==> config.mk <==
export PLATFORM = sky130hd
export DESIGN_NAME = instr_fetcher
export DESIGN_NICKNAME = d
export VERILOG_FILES = /design/src/rtl/gpu_pkg.sv /design/src/rtl/icache_dm.sv /design/src/rtl/instr_fetcher.sv
export SDC_FILE = /design/constraint.sdc
export NUM_CORES = 1
export LEC_CHECK = 0
export CORE_MARGIN = 2
export CORE_UTILIZATION = 46
export DETAILED_ROUTE_END_ITERATION = 7
export PLACE_DENSITY = 0.85
export SKIP_CTS_REPAIR_TIMING = 1
export SYNTH_ARGS = -nofsm -noshare
export SYNTH_HDL_FRONTEND = slang
export SYNTH_HIERARCHICAL = 1
export SYNTH_SLANG_ARGS = --single-unit
export TNS_END_PERCENT = 100
==> constraint.sdc <==
create_clock -name clk -period 3.7 [get_ports clk]
set_input_delay 0.74 -clock clk [delete_from_list [all_inputs] [get_ports clk]]
set_output_delay 0.74 -clock clk [all_outputs]
set_load 0.1 [all_outputs]
==> src/rtl/gpu_pkg.sv <==
// Shared GPU core types: scheduler and fetcher state encodings plus program
// memory geometry constants.
package gpu_pkg;

  localparam int PROG_ADDR_BITS = 8;
  localparam int PROG_DATA_BITS = 16;

  typedef enum logic [2:0] {
    CORE_IDLE    = 3'b000,
    CORE_FETCH   = 3'b001,
    CORE_DECODE  = 3'b010,
    CORE_REQUEST = 3'b011,
    CORE_WAIT    = 3'b100,
    CORE_EXECUTE = 3'b101,
    CORE_UPDATE  = 3'b110,
    CORE_DONE    = 3'b111
  } core_state_t;

  typedef enum logic [2:0] {
    FETCHER_IDLE     = 3'b000,
    FETCHER_FETCHING = 3'b001,
    FETCHER_FETCHED  = 3'b010
  } fetcher_state_t;

endpackage

==> src/rtl/icache_dm.sv <==
// Direct-mapped instruction cache: combinational lookup, single-line fill,
// whole-cache flush. Only the valid bits are reset; tag/data are don't-care while invalid.
module icache_dm #(
  parameter int ADDR_BITS = 8,
  parameter int DATA_BITS = 16,
  parameter int DEPTH     = 8
) (
  input  logic                 clk,
  input  logic                 rst_n,
  input  logic [ADDR_BITS-1:0] lookup_addr_i,
  output logic                 hit_o,
  output logic [DATA_BITS-1:0] hit_data_o,
  input  logic                 fill_i,
  input  logic [ADDR_BITS-1:0] fill_addr_i,
  input  logic [DATA_BITS-1:0] fill_data_i,
  input  logic                 flush_i
);

  localparam int IDX_BITS = $clog2(DEPTH);
  localparam int TAG_BITS = ADDR_BITS - IDX_BITS;

  logic [DEPTH-1:0]     valid_q;
  logic [TAG_BITS-1:0]  tag_q  [DEPTH];
  logic [DATA_BITS-1:0] data_q [DEPTH];

  logic [IDX_BITS-1:0] lk_idx;
  logic [IDX_BITS-1:0] fl_idx;

  assign lk_idx     = lookup_addr_i[IDX_BITS-1:0];
  assign fl_idx     = fill_addr_i[IDX_BITS-1:0];
  assign hit_o      = valid_q[lk_idx] && (tag_q[lk_idx] == lookup_addr_i[ADDR_BITS-1:IDX_BITS]);
  assign hit_data_o = data_q[lk_idx];

  // Flush outranks a coincident fill so the freshly written line stays invalid.
  always_ff @(posedge clk or negedge rst_n) begin
    if (!rst_n) begin
      valid_q <= '0;
    end else if (flush_i) begin
      valid_q <= '0;
    end else if (fill_i) begin
      valid_q[fl_idx] <= 1'b1;
    end
  end

  always_ff @(posedge clk) begin
    if (fill_i) begin
      tag_q[fl_idx]  <= fill_addr_i[ADDR_BITS-1:IDX_BITS];
      data_q[fl_idx] <= fill_data_i;
    end
  end

endmodule

==> src/rtl/instr_fetcher.sv <==
// Per-core instruction fetch stage with valid/ready program-memory handshake.
// Optional direct-mapped I-cache enabled by defining FETCH_ICACHE_EN.
module instr_fetcher
  import gpu_pkg::*;
#(
  parameter int PROG_ADDR_BITS = 8,
  parameter int PROG_DATA_BITS = 16,
  parameter int ICACHE_DEPTH   = 8,
  parameter int STALL_CNT_BITS = 16
) (
  input  logic                      clk,
  input  logic                      reset,
  input  logic [2:0]                core_state,
  input  logic [PROG_ADDR_BITS-1:0] current_pc,
  input  logic                      flush,
  output logic                      mem_read_valid,
  output logic [PROG_ADDR_BITS-1:0] mem_read_address,
  input  logic                      mem_read_ready,
  input  logic [PROG_DATA_BITS-1:0] mem_read_data,
  output logic [2:0]                fetcher_state,
  output logic [PROG_DATA_BITS-1:0] instruction,
  output logic [STALL_CNT_BITS-1:0] stall_cycles
);

  fetcher_state_t              state_q, state_d;
  logic                        valid_q, valid_d;
  logic [PROG_ADDR_BITS-1:0]   addr_q, addr_d;
  logic [PROG_DATA_BITS-1:0]   instr_q, instr_d;
  logic [STALL_CNT_BITS-1:0]   stall_q, stall_d;
  logic                        fill_en;
  logic                        cache_hit;
  logic [PROG_DATA_BITS-1:0]   cache_data;

`ifdef FETCH_ICACHE_EN
  icache_dm #(
    .ADDR_BITS (PROG_ADDR_BITS),
    .DATA_BITS (PROG_DATA_BITS),
    .DEPTH     (ICACHE_DEPTH)
  ) u_icache (
    .clk           (clk),
    .rst_n         (reset),
    .lookup_addr_i (current_pc),
    .hit_o         (cache_hit),
    .hit_data_o    (cache_data),
    .fill_i        (fill_en),
    .fill_addr_i   (addr_q),
    .fill_data_i   (mem_read_data),
    .flush_i       (flush)
  );
`else
  localparam int ICACHE_DEPTH_UNUSED = ICACHE_DEPTH;
  logic cache_ctrl_unused;

  assign cache_hit         = 1'b0;
  assign cache_data        = '0;
  assign cache_ctrl_unused = flush | fill_en;
`endif

  always_comb begin
    state_d = state_q;
    valid_d = valid_q;
    addr_d  = addr_q;
    instr_d = instr_q;
    stall_d = stall_q;
    fill_en = 1'b0;
    unique case (state_q)
      FETCHER_IDLE: begin
        if (core_state == CORE_FETCH) begin
          if (cache_hit) begin
            instr_d = cache_data;
            state_d = FETCHER_FETCHED;
          end else begin
            valid_d = 1'b1;
            addr_d  = current_pc;
            state_d = FETCHER_FETCHING;
          end
        end
      end
      FETCHER_FETCHING: begin
        if (stall_q != '1) stall_d = stall_q + STALL_CNT_BITS'(1);
        if (mem_read_ready) begin
          instr_d = mem_read_data;
          valid_d = 1'b0;
          fill_en = 1'b1;
          state_d = FETCHER_FETCHED;
        end
      end
      FETCHER_FETCHED: begin
        if (core_state == CORE_DECODE) state_d = FETCHER_IDLE;
      end
      default: state_d = FETCHER_IDLE;
    endcase
  end

  always_ff @(posedge clk or negedge reset) begin
    if (!reset) begin
      state_q <= FETCHER_IDLE;
      valid_q <= 1'b0;
      addr_q  <= '0;
      instr_q <= '0;
      stall_q <= '0;
    end else begin
      state_q <= state_d;
      valid_q <= valid_d;
      addr_q  <= addr_d;
      instr_q <= instr_d;
      stall_q <= stall_d;
    end
  end

  assign mem_read_valid   = valid_q;
  assign mem_read_address = addr_q;
  assign fetcher_state    = state_q;
  assign instruction      = instr_q;
  assign stall_cycles     = stall_q;

  // The scheduler must hold FETCH until the outstanding request has returned.
  ap_fetch_held : assert property (@(posedge clk) disable iff (!reset)
    (state_q == FETCHER_FETCHING) |-> (core_state == CORE_FETCH));

endmodule
==> run_results.csv <==
group,metric,value,unit
clock_network,cts_sinks,43,
global_route,grt_usage,0.1964,
sta,tightest_slew,1008,ps
sta,setup_ws,955.2,ps
routing,wl_per_cell,15.61,um
global_route,antenna_found_initial,0,
routing,antenna_violating_nets_post_route,0,
logic_synthesis,syn_area,1853,um^2
die,start_util,0.4700,
logic_synthesis,avgSynthCellArea,13.53,um^2
worst_setup_path,crit_buf_inv,1,
final_layout,fillers,270,
logic_synthesis,synth_enable_flop_cells,0,
logic_synthesis,synth_largest_area_cell,"dfrtp_1",
clock_network,ctsRootBufferMaster,"clkbuf_8",
logic_synthesis,yosys.area_share.adder,0.006752,
logic_synthesis,yosysSeqAreaShare,0.5807,
die,ios,75,
final_layout,nets,245,
final_layout,stdcell_area,2715,um^2
final_layout,final_layout_size_suffix_gt1_frac,0.2009,
routing,first_pass_iters,4,
worst_setup_path,critical_path.cell_chain,"clkdlybuf4s50_1",
worst_setup_path,path_class,"register to output port",
worst_setup_path,critPathMaxFanout,9,
clock_network,cts.clk_slew.worst_paths,80,ps
global_route,grt_first_pass_wirelength,6.534,mm
logic_synthesis,synth_top_area_frac,0.5807,
worst_setup_path,required,2960,ps
sta,finClkSkew,9.545,ps
die,die_area,4552,um^2
clock_network,clock_tree.buffer_depth,2,
logic_synthesis,yosys.area_share.simple,0.1526,
worst_setup_path,slowest_delay,1200,ps
place,place_area,2611,um^2
global_route,grt_max_degree,44,
sta,fmaxAchievable,364.3,MHz
clock_network,cts_buffers,5,
worst_setup_path,critPathArrivalTime,2000,ps
run,cap_viol_max_count,0,
final_layout,area_delta_synth_final,46.52,%
clock_network,clk_latency,290,ps
die,core_area,3943,um^2
place,globalplace.congestion,0.8169,
logic_synthesis,syn-num-nets,169,
sta,relSlewSlack,0.3260,
sta,fin_crit_sh,0.7419,
sta,setup_viol,0,
final_layout,diodes,0,
logic_synthesis,ys_ff_latch,43,
worst_setup_path,crit_slowest_cell,"clkdlybuf4s50_1",
die,die_w,67.47,um
logic_synthesis,synth_cell_types,36,
logic_synthesis,yosysWarnings,6,
global_route,grt_pass1_vias,1396,
worst_setup_path,crit_path_end_kind,"output port",
logic_synthesis,synth-compound-area-share,0.04119,
clock_network,cts-htree-levels,2,
worst_setup_path,crit_family,"buffers and inverters",
global_route,overflow,0,
hold_path,hp-class,"register to register",
place,port_buffers,72,
logic_synthesis,postSynth.asyncResetShare,1.000,
sta,rsz0062_at_grt,"false",
logic_synthesis,synth_top_family_by_area,"multiplexers",
routing,vias_per_cell,5.205,
logic_synthesis,synthMuxAreaShare,0.1540,
die,rows,23,
worst_setup_path,startpoint_type,"register",
sta,finalCriticalPeriod,2745,ps
logic_synthesis,synthTopCellsByArea,"dfrtp_1 58%, mux2_2 15%, xnor2_1 4.3%",
sta,finalHoldViolations,0,
routing,drc,0,
sta,final_max_slew_viol_count,0,
logic_synthesis,synth-main-ff-cell,"dfrtp_1",
clock_network,cts_tree,"yes",
place,post-dp-hpwl,3.175,mm
routing,drt_wl_total,4.120,mm
logic_synthesis,syn-instance-count,137,
run_status,status,"finished clean",
routing,first_iter_violations,60,
place,dp_slack,1262,ps
die,fp.dieH,67.47,um
logic_synthesis,synth_xor_area_frac,0.05199,
routing,num_vias,1374,
sta,setup_tns,0,ps
-- state kept, by name (all words and copies together), names as in the netlist --
signal,cells
stall_cycles,16
mem_read_valid,1
fetcher_state,2
instruction,16
mem_read_address,8
-- final timing paths --
kind | from | endpoint | slack (ps) | depth (start not counted)
max | stall_cycles[4] | stall_cycles[4] | 960 | 1
min | mem_read_valid | mem_read_valid | 490 | 1
max reg2reg | stall_cycles[0] | stall_cycles[1] | 1680 | 5
min reg2reg | mem_read_valid | mem_read_valid | 490 | 1
max in group asynchronous | reset | stall_cycles[3] | 2540 | 1
min in group asynchronous | reset | mem_read_address[5] | 590 | 1
-- Yosys cell counts (all sizes together) (2+ instances only) --
cell type / number
xnor2: 9
nand3: 8
and2: 2
dfrtp: 43
nand2: 6
nor4: 2
xor2: 2
a21oi: 3
nand2b: 2
or3: 2
o21a: 2
mux2: 25
nand4: 8
buf: 3
a31oi: 2
nor2: 6
-- cells by family after synthesis --
logic type                 count (synthesis)
AOI/OAI and AO/OA                         11
other                                      1
buffers and inverters                      3
and+or+nand+nor                           42
adders and majority gates                  1
DFF                                       43
muxes                                     25
xor gates and xnor gates                  11
-- per-layer routing --
metal  vias up  wire length (um)  global-route usage  part of all wire
met5         -                 0                   0                 0
met3         5               416             0.08667              0.10
met1       667              1509              0.2168              0.37
met4         0                40             0.06633            0.0097
li1        646                 -                   -                 -
met2        56              2153              0.3358              0.52
-- layout make-up --
type | count | area, um^2 | share of cell area
flip-flops and latches | 43 | 1076 | 0.3963
multi-input cells | 91 | 757.0 | 0.2788
repair buffers | 72 | 715.7 | 0.2636
clock buffers | 7 | 96.34 | 0.03548
well taps | 50 | 62.56 | 0.02304
clock inverters | 1 | 7.507 | 0.002765
-- stage by stage --
| step | hold slack (ps) | util | std cells |
|---|---|---|---|
| 3_5_place_dp | 488.1 | 0.6623 | 256 |
| 2_1_floorplan | 444.4 | - | 137 |
| 3_3_place_gp | 463.2 | 0.6623 | 256 |
| 5_1_grt | 512.3 | 0.6887 | 264 |
| 6_report | 493.7 | 0.6887 | 264 |
| 4_1_cts | 502.0 | 0.6887 | 264 |
-- layout by cell type (no fill, tap or decap) --
cell,Yosys,final
nand3_2,1,1
a41oi_1,1,1
a31oi_1,2,2
ha_1,1,1
and2b_2,1,1
and3_1,1,1
o21a_1,2,2
a21oi_1,3,3
clkinvlp_4,0,1
or3_2,1,1
or4_4,1,1
and2_1,1,1
nand2_1,6,6
o211a_1,1,1
nand2b_1,2,2
a21o_1,1,1
nor4_1,1,1
mux2_4,1,1
nand3_1,7,7
dfrtp_1,43,43
clkdlybuf4s50_1,0,71
nand4_1,6,6
nand4_4,1,1
o21bai_1,1,1
nor3_1,1,1
nor3b_2,1,1
nor2_1,6,6
and4_1,1,1
clkbuf_8,0,7
nor4_4,1,1
and2_4,1,1
buf_2,1,1
conb_1,1,1
nand4_2,1,1
xor2_1,2,2
or3_1,1,1
mux2_2,24,24
xnor2_1,9,9
Power is left out: the tool's default activity adds up to more than one toggle a clock period on the data nets, which glitch-free logic cannot reach.
